### config.mk
export PLATFORM = sky130hd
export DESIGN_NAME = gf_mult_pipe_flat
export DESIGN_NICKNAME = d
export VERILOG_FILES = /design/src/rtl/aes_gf_pkg.sv /design/src/rtl/gf_mult_pipe_if.sv /design/src/rtl/gf_xtime_chain.sv /design/src/rtl/gf_mult_pipe.sv /design/src/flat_wrapper.sv
export SDC_FILE = /design/constraint.sdc
export NUM_CORES = 1
export LEC_CHECK = 0
export BUFFER_PORTS_ARGS = -buffer_cell sky130_fd_sc_hd__buf_2
export CAP_MARGIN = 20
export CORE_MARGIN = 1.5
export CORE_UTILIZATION = 30
export CTS_BUF_LIST = sky130_fd_sc_hd__clkbuf_4
export DETAILED_ROUTE_END_ITERATION = 8
export PLACE_DENSITY = 0.43
export SLEW_MARGIN = 10
export SYNTH_ARGS = -nofsm -noshare
export SYNTH_HDL_FRONTEND = slang
export SYNTH_SLANG_ARGS = --single-unit
### constraint.sdc
create_clock -name clk -period 3.4 [get_ports clk]
set_input_delay 0.17 -clock clk [delete_from_list [all_inputs] [get_ports clk]]
set_output_delay 0.17 -clock clk [all_outputs]
set_load 0.02 [all_outputs]
### src/rtl/aes_gf_pkg.sv
// Shared GF(2^8) definitions for the AES field (x^8+x^4+x^3+x+1): reduction constant,
// mode encoding, xtime and a reference multiply.
package aes_gf_pkg;

  localparam logic [7:0] AES_POLY = 8'h1B;

  typedef enum logic [1:0] {
    GF_MODE_SCALAR = 2'b00,
    GF_MODE_MIX    = 2'b01,
    GF_MODE_INVMIX = 2'b10,
    GF_MODE_PASS   = 2'b11
  } gf_mode_e;

  // xt[i] = x^i * a, i = 0..7
  typedef logic [7:0][7:0] gf_xt_t;

  function automatic logic [7:0] xtime(input logic [7:0] a);
    return a[7] ? ({a[6:0], 1'b0} ^ AES_POLY) : {a[6:0], 1'b0};
  endfunction

  function automatic logic [7:0] gf_mul(input logic [7:0] a, input logic [7:0] b);
    logic [7:0] p;
    logic [7:0] x;
    logic [7:0] y;
    p = '0;
    x = a;
    y = b;
    for (int i = 0; i < 8; i++) begin
      if (y[0]) p = p ^ x;
      x = xtime(x);
      y = y >> 1;
    end
    return p;
  endfunction

endpackage

### src/rtl/gf_mult_pipe_if.sv
// Beat-level handshake bundle of the GF multiplier engine. The parity lane vector exists
// only when GF_MULT_PARITY_EN is defined.
interface gf_mult_pipe_if #(parameter int LANES = 4);

  logic                 in_valid;
  logic                 in_ready;
  logic [8*LANES-1:0]   in_data;
  logic [7:0]           in_coef;
  logic [1:0]           in_mode;
  logic                 out_valid;
  logic                 out_ready;
  logic [8*LANES-1:0]   out_data;
`ifdef GF_MULT_PARITY_EN
  logic [LANES-1:0]     out_parity;

  modport master (output in_valid, in_data, in_coef, in_mode, out_ready,
                  input  in_ready, out_valid, out_data, out_parity);
  modport slave  (input  in_valid, in_data, in_coef, in_mode, out_ready,
                  output in_ready, out_valid, out_data, out_parity);
`else
  modport master (output in_valid, in_data, in_coef, in_mode, out_ready,
                  input  in_ready, out_valid, out_data);
  modport slave  (input  in_valid, in_data, in_coef, in_mode, out_ready,
                  output in_ready, out_valid, out_data);
`endif

endinterface

### src/rtl/gf_xtime_chain.sv
// Combinational chain producing x^0..x^7 multiples of one byte in GF(2^8).
module gf_xtime_chain
  import aes_gf_pkg::*;
(
  input  logic [7:0] i_byte,
  output gf_xt_t     o_xt
);

  always_comb begin
    o_xt    = '0;
    o_xt[0] = i_byte;
    o_xt[1] = xtime(o_xt[0]);
    o_xt[2] = xtime(o_xt[1]);
    o_xt[3] = xtime(o_xt[2]);
    o_xt[4] = xtime(o_xt[3]);
    o_xt[5] = xtime(o_xt[4]);
    o_xt[6] = xtime(o_xt[5]);
    o_xt[7] = xtime(o_xt[6]);
  end

endmodule

### src/rtl/gf_mult_pipe.sv
// Pipelined runtime-coefficient GF(2^8) engine: SCALAR, MixColumns, InvMixColumns, PASS.
// Optional GF_MULT_PARITY_EN adds a registered per-lane parity output.
module gf_mult_pipe
  import aes_gf_pkg::*;
#(
  parameter int LANES  = 4,
  parameter int STAGES = 2
) (
  input  logic           clk,
  input  logic           rst_n,
  gf_mult_pipe_if.slave  bus
);

  if (LANES < 4 || (LANES % 4) != 0) begin : g_bad_lanes
    $error("gf_mult_pipe: LANES must be a positive multiple of 4");
  end
  if (STAGES != 1 && STAGES != 2) begin : g_bad_stages
    $error("gf_mult_pipe: STAGES must be 1 or 2");
  end

  function automatic logic [7:0] gf_scalar(input gf_xt_t xt, input logic [7:0] c);
    return ({8{c[0]}} & xt[0]) ^ ({8{c[1]}} & xt[1]) ^
           ({8{c[2]}} & xt[2]) ^ ({8{c[3]}} & xt[3]) ^
           ({8{c[4]}} & xt[4]) ^ ({8{c[5]}} & xt[5]) ^
           ({8{c[6]}} & xt[6]) ^ ({8{c[7]}} & xt[7]);
  endfunction

  gf_xt_t [LANES-1:0]    w_xt_p0;
  gf_xt_t [LANES-1:0]    w_xt_src;
  logic   [7:0]          w_coef_src;
  gf_mode_e              w_mode_src;
  logic                  w_vld_src;
  logic                  w_rdy_out;
  logic [LANES-1:0][7:0] w_comb;
  logic [LANES-1:0]      w_par;

  logic                  r_vld_out;
  logic [8*LANES-1:0]    r_data_out;

  for (genvar gl = 0; gl < LANES; gl++) begin : g_chain
    gf_xtime_chain u_chain (
      .i_byte (bus.in_data[8*gl +: 8]),
      .o_xt   (w_xt_p0[gl])
    );
  end

  // A stage frees itself when empty or when the stage after it moves; bubbles collapse.
  assign w_rdy_out = !r_vld_out || bus.out_ready;

  if (STAGES == 2) begin : g_two
    // ---- stage 1: xtime multiples with the beat's coef and mode ----
    gf_xt_t [LANES-1:0] r_xt_p1;
    logic   [7:0]       r_coef_p1;
    gf_mode_e           r_mode_p1;
    logic               r_vld_p1;

    assign bus.in_ready = !r_vld_p1 || w_rdy_out;

    always_ff @(posedge clk or negedge rst_n) begin
      if (!rst_n) begin
        r_vld_p1  <= 1'b0;
        r_xt_p1   <= '0;
        r_coef_p1 <= '0;
        r_mode_p1 <= GF_MODE_SCALAR;
      end else if (bus.in_ready) begin
        r_vld_p1 <= bus.in_valid;
        if (bus.in_valid) begin
          r_xt_p1   <= w_xt_p0;
          r_coef_p1 <= bus.in_coef;
          r_mode_p1 <= gf_mode_e'(bus.in_mode);
        end
      end
    end

    assign w_xt_src   = r_xt_p1;
    assign w_coef_src = r_coef_p1;
    assign w_mode_src = r_mode_p1;
    assign w_vld_src  = r_vld_p1;
  end else begin : g_one
    assign bus.in_ready = w_rdy_out;
    assign w_xt_src     = w_xt_p0;
    assign w_coef_src   = bus.in_coef;
    assign w_mode_src   = gf_mode_e'(bus.in_mode);
    assign w_vld_src    = bus.in_valid;
  end

  // ---- output stage: XOR-combine per mode into the output register ----
  for (genvar gl = 0; gl < LANES; gl++) begin : g_comb
    localparam int BASE = (gl / 4) * 4;
    localparam int ROW  = gl % 4;
    localparam int I1   = BASE + (ROW + 1) % 4;
    localparam int I2   = BASE + (ROW + 2) % 4;
    localparam int I3   = BASE + (ROW + 3) % 4;

    logic [7:0] w_lane;

    always_comb begin
      w_lane = w_xt_src[gl][0];
      case (w_mode_src)
        GF_MODE_SCALAR: w_lane = gf_scalar(w_xt_src[gl], w_coef_src);
        GF_MODE_MIX:    w_lane = gf_scalar(w_xt_src[gl], 8'h02) ^ gf_scalar(w_xt_src[I1], 8'h03) ^
                                 w_xt_src[I2][0] ^ w_xt_src[I3][0];
        GF_MODE_INVMIX: w_lane = gf_scalar(w_xt_src[gl], 8'h0E) ^ gf_scalar(w_xt_src[I1], 8'h0B) ^
                                 gf_scalar(w_xt_src[I2], 8'h0D) ^ gf_scalar(w_xt_src[I3], 8'h09);
        default:        w_lane = w_xt_src[gl][0];
      endcase
    end

    assign w_comb[gl] = w_lane;
    assign w_par[gl]  = ^w_lane;
  end

  always_ff @(posedge clk or negedge rst_n) begin
    if (!rst_n) begin
      r_vld_out  <= 1'b0;
      r_data_out <= '0;
    end else if (w_rdy_out) begin
      r_vld_out <= w_vld_src;
      if (w_vld_src) r_data_out <= w_comb;
    end
  end

  assign bus.out_valid = r_vld_out;
  assign bus.out_data  = r_data_out;

`ifdef GF_MULT_PARITY_EN
  logic [LANES-1:0] r_par_out;

  always_ff @(posedge clk or negedge rst_n) begin
    if (!rst_n) begin
      r_par_out <= '0;
    end else if (w_rdy_out && w_vld_src) begin
      r_par_out <= w_par;
    end
  end

  assign bus.out_parity = r_par_out;
`else
  logic w_par_unused;
  assign w_par_unused = ^w_par;
`endif

endmodule
### src/flat_wrapper.sv
// flat-port wrapper written by rule: the top's interface ports become plain ports
module gf_mult_pipe_flat import aes_gf_pkg::*;
#(
  parameter int LANES  = 4,
  parameter int STAGES = 2
)
  (clk, rst_n, bus_in_valid, bus_in_data, bus_in_coef, bus_in_mode, bus_out_ready, bus_in_ready, bus_out_valid, bus_out_data);
  gf_mult_pipe_if #(.LANES(LANES)) bus_i ();
  input  logic clk;
  input  logic rst_n;
  input wire logic [$bits(bus_i.in_valid)-1:0] bus_in_valid;
  input wire logic [$bits(bus_i.in_data)-1:0] bus_in_data;
  input wire logic [$bits(bus_i.in_coef)-1:0] bus_in_coef;
  input wire logic [$bits(bus_i.in_mode)-1:0] bus_in_mode;
  input wire logic [$bits(bus_i.out_ready)-1:0] bus_out_ready;
  output wire logic [$bits(bus_i.in_ready)-1:0] bus_in_ready;
  output wire logic [$bits(bus_i.out_valid)-1:0] bus_out_valid;
  output wire logic [$bits(bus_i.out_data)-1:0] bus_out_data;
  assign bus_i.in_valid = bus_in_valid;
  assign bus_i.in_data = bus_in_data;
  assign bus_i.in_coef = bus_in_coef;
  assign bus_i.in_mode = bus_in_mode;
  assign bus_i.out_ready = bus_out_ready;
  assign bus_in_ready = bus_i.in_ready;
  assign bus_out_valid = bus_i.out_valid;
  assign bus_out_data = bus_i.out_data;
  gf_mult_pipe #(.LANES(LANES), .STAGES(STAGES)) u_core (.clk(clk), .rst_n(rst_n), .bus(bus_i));
endmodule
==> reports/qor.yml <==
detailed_routing:
  vias_per_cell: 4.58
  via_count: 9271
  drtAntennaViolNets: 0
  drt_iter0_drc: 578
  routed_wl_mm: 39.6
  post_drt_wl_per_cell_um: 19.6
  firstDrtPassIters: 5
  drc: 0
logic_synthesis:
  syn_nets: 1469
  synth_area_leaders: "dfrtp_1 (32%), xnor2_1 (27%), nand2_1 (12%), xor2_1 (7.7%), mux2_2 (5.5%)"
  yosys.cell_count.top_type: "nand2_1"
  yosysUniqueCellTypes: 43
  yosysTopAreaCell: "dfrtp_1"
  synth_edf_count: 0
  synth_top_family_by_area: "XOR/XNOR gates"
  synth_mux_area_share_pct: 6.05
  syn-cell-area_um2: 12400
  synth_xor_area_share_pct: 36.6
  ys_ff_latch: 160
  postSynth.asyncResetShare_pct: 100
  synth_compound_area_share_pct: 7.29
  netlist_instances: 1423
  avgSynthCellArea_um2: 8.69
  synthFlopType: "dfrtp_1"
  yosys-top-cells-count: "nand2_1 (381), xnor2_1 (377), dfrtp_1 (160)"
  synth_top_area_share_pct: 32.4
  synth-simple-area-share_pct: 13.0
  ys_seq_area_share_pct: 32.4
  yosysWarnings: 0
  synthAdderAreaFrac_pct: 0
power_and_ir_drop:
  p_comb_share_pct: 57.4
  p_per_area_nw_per_um2: 743
  leakagePower_nw: 5.42
  swShare_pct: 45.8
  irDropWorstVdd_v: 0.000243
  p_int_mw: 5.59
  p_sw_mw: 4.73
  seqPwrFrac_pct: 30.3
  p_clk_share_pct: 12.2
setup_path:
  critPathTopFamily: "XOR/XNOR gates"
  crit_type: "reg -> reg"
  r2r-end: "u_core.bus.out_data[21]$_DFFE_PN0P_"
  path_max_fanout: 10
  crit_slowest_cell: "dfrtp_1"
  cp-end-kind: "flop"
  rr_worst_depth: 5
  path_cells: "xor2_4 -> xnor3_1 -> xnor2_1 -> mux4_2 -> o21ai_2"
  rr_startpoint: "u_core.g_two.r_xt_p1[14]$_DFFE_PN0P_"
  critical_path.max_stage_delay_ns: 0.84
  worstPathRequired_ns: 4.00
  crit_arrival_ns: 2.99
  cp_num_cells: 5
  r2r_slack_ns: 1.01
  startpoint_type: "flop"
  critical_path_buf_inv_count: 0
cts:
  clock-sinks: 160
  clk_path_buf_depth: 2
  cts-root-buf: "clkbuf_4"
  clkSlewWorstSetupHoldPaths_ns: 0.16
  clkLatencyLatePin_ns: 0.66
  cts_resized: 0
  cts_buffers: 17
  cts_tree: "done"
  h-tree-depth: 4
status:
  outcome: "complete, no violations"
final_layout:
  stdcell_area_um2: 13900
  area_growth_syn_to_layout_pct: 12.3
  post-route-util_pct: 34.1
  drive_gt1_share_pct: 14.0
  fin_nets: 1522
sta:
  setup_slack_ns: 1.01
  slew_headroom_pct: 34.0
  hold_violations: 0
  fin_crit_ns: 2.39
  rsz0062_at_grt: "false"
  finalClockSkew_ns: 0.0354
  slew_viol_final: 0
  max_freq_mhz: 419
  worst_pin_slew_ns: 0.991
  tns_ns: 0
  finalSetupViolCount: 0
  post-route-period-util_pct: 70.2
grt:
  grt_pass1_vias: 9490
  antenna_found_initial: 2
  grtUsageTotal_pct: 19.5
  grt_pass1_wl_mm: 60.8
  gr-total-overflow: 0
  grt_start_max_net_pins: 86
run:
  drv_cap: 0
placed_design:
  postPlaceCellArea_um2: 13100
  dp_slack_ns: 0.999
  portBuffers: 79
  place.gp.congestion: 0.869
  dp_hpwl_mm: 29.3
die:
  core_area_um2: 40700
  die_h_um: 206
  die_area_um2: 42400
  start_util_pct: 30.3
  die_w_um: 206
  io_pins: 80
  fp-row-count: 74
min_path:
  hold_path.class: "in -> async"
## cell families (layout without fill, tap and decap cells)
| family | count (synthesis) | in the layout |
|---|---|---|
| AO/OA/AOI/OAI | 157 | 157 |
| flip-flops | 160 | 160 |
| AND/OR/NAND/NOR | 422 | 422 |
| other | 0 | 6 |
| multiplexers | 66 | 66 |
| XOR/XNOR | 497 | 497 |
| buffers and inverters | 121 | 186 |
## how the worst max path moves through the flow
stage / from / to / slack (ns)
final: u_core.g_two.r_xt_p1[14]$_DFFE_PN0P_ / u_core.bus.out_data[21]$_DFFE_PN0P_ / 1.01
after global routing: u_core.g_two.r_coef_p1[0]$_DFFE_PN0P_ / u_core.bus.out_data[28]$_DFFE_PN0P_ / 0.78
after CTS: u_core.g_two.r_coef_p1[0]$_DFFE_PN0P_ / u_core.bus.out_data[28]$_DFFE_PN0P_ / 1.00
after detailed placement: u_core.g_two.r_coef_p1[0]$_DFFE_PN0P_ / u_core.bus.out_data[28]$_DFFE_PN0P_ / 1.0
after global placement: u_core.g_two.r_coef_p1[0]$_DFFE_PN0P_ / u_core.bus.out_data[28]$_DFFE_PN0P_ / 1.0
after floorplan: u_core.bus.out_valid$_DFFE_PN0P_ / u_core.g_two.r_xt_p1[112]$_DFFE_PN0P_ / 1.41
## layout make-up
| class | count | area, um2 |
|---|---|---|
| inverter | 3 | 11.3 |
| clock buffer | 18 | 135 |
| multi-input combinational | 1142 | 7790 |
| fill | 4306 | 26900 |
| timing repair buffer | 152 | 1110 |
| tap | 532 | 666 |
| sequential | 160 | 4000 |
| clock inverter | 13 | 153 |
| antenna | 6 | 15.0 |
## layout by cell type (no fill, tap or decap), types with 3 or more instances in the layout
master,n
clkbuf_4,18
a31oi_1,10
diode_2,6
a221oi_1,4
inv_6,4
inv_1,3
xnor2_1,377
dfrtp_1,160
a21oi_1,12
nor3_1,4
clkinv_4,3
dlygate4sd3_1,46
mux2_2,60
o21ai_0,93
buf_2,78
mux2i_1,5
xnor3_1,5
nand2_1,380
nor2_1,28
xor2_1,108
o22ai_1,19
buf_4,23
buf_12,4
nand2b_1,4
xnor2_2,3
## flip-flops by register name (all words and copies together) (netlist names)
signal / cells
u_core.g_two.r_xt_p1: 116
u_core.bus.out_data: 32
u_core.g_two.r_coef_p1: 8
u_core.g_two.r_mode_p1: 2
u_core.bus.out_valid: 1
u_core.g_two.r_vld_p1: 1
## power by group through the flow
| stage | registers (mW) | logic (mW) | clock network (mW) |
|---|---|---|---|
| finish | 3.13 | 5.93 | 1.26 |
| global route | 3.20 | 6.48 | 1.39 |
| CTS | 3.14 | 5.97 | 1.32 |
| detailed placement | 3.18 | 5.92 | 0 |
| global placement | 3.17 | 5.91 | 0 |
| floorplan | 2.90 | 4.62 | 0 |
## what timing repair did
action	4_1_cts	5_1_grt
buffers inserted	0	0
hold buffers	46	0
hold endpoints to repair	163	0
## layer usage
metal / global-route usage, % / up-vias / wire length [um]
li1: - / 4602 / -
met5: 0 / - / 0
met3: 2.60 / 35 / 1360
met2: 30.8 / 165 / 18200
met1: 27.5 / 4469 / 19400
met4: 5.72 / 0 / 646
## metrics by stage
stage / hold slack [ns] / power, mW / std cells
4_1_cts: 0.165 / 10.4 / 2020
5_1_grt: 0.176 / 11.1 / 2026
2_1_floorplan: -0.126 / 7.52 / 1423
3_5_place_dp: 0.339 / 9.10 / 1943
3_3_place_gp: 0.344 / 9.08 / 1943
6_report: 0.170 / 10.3 / 2026
No activity file was read; power rests on OpenSTA's default activity.
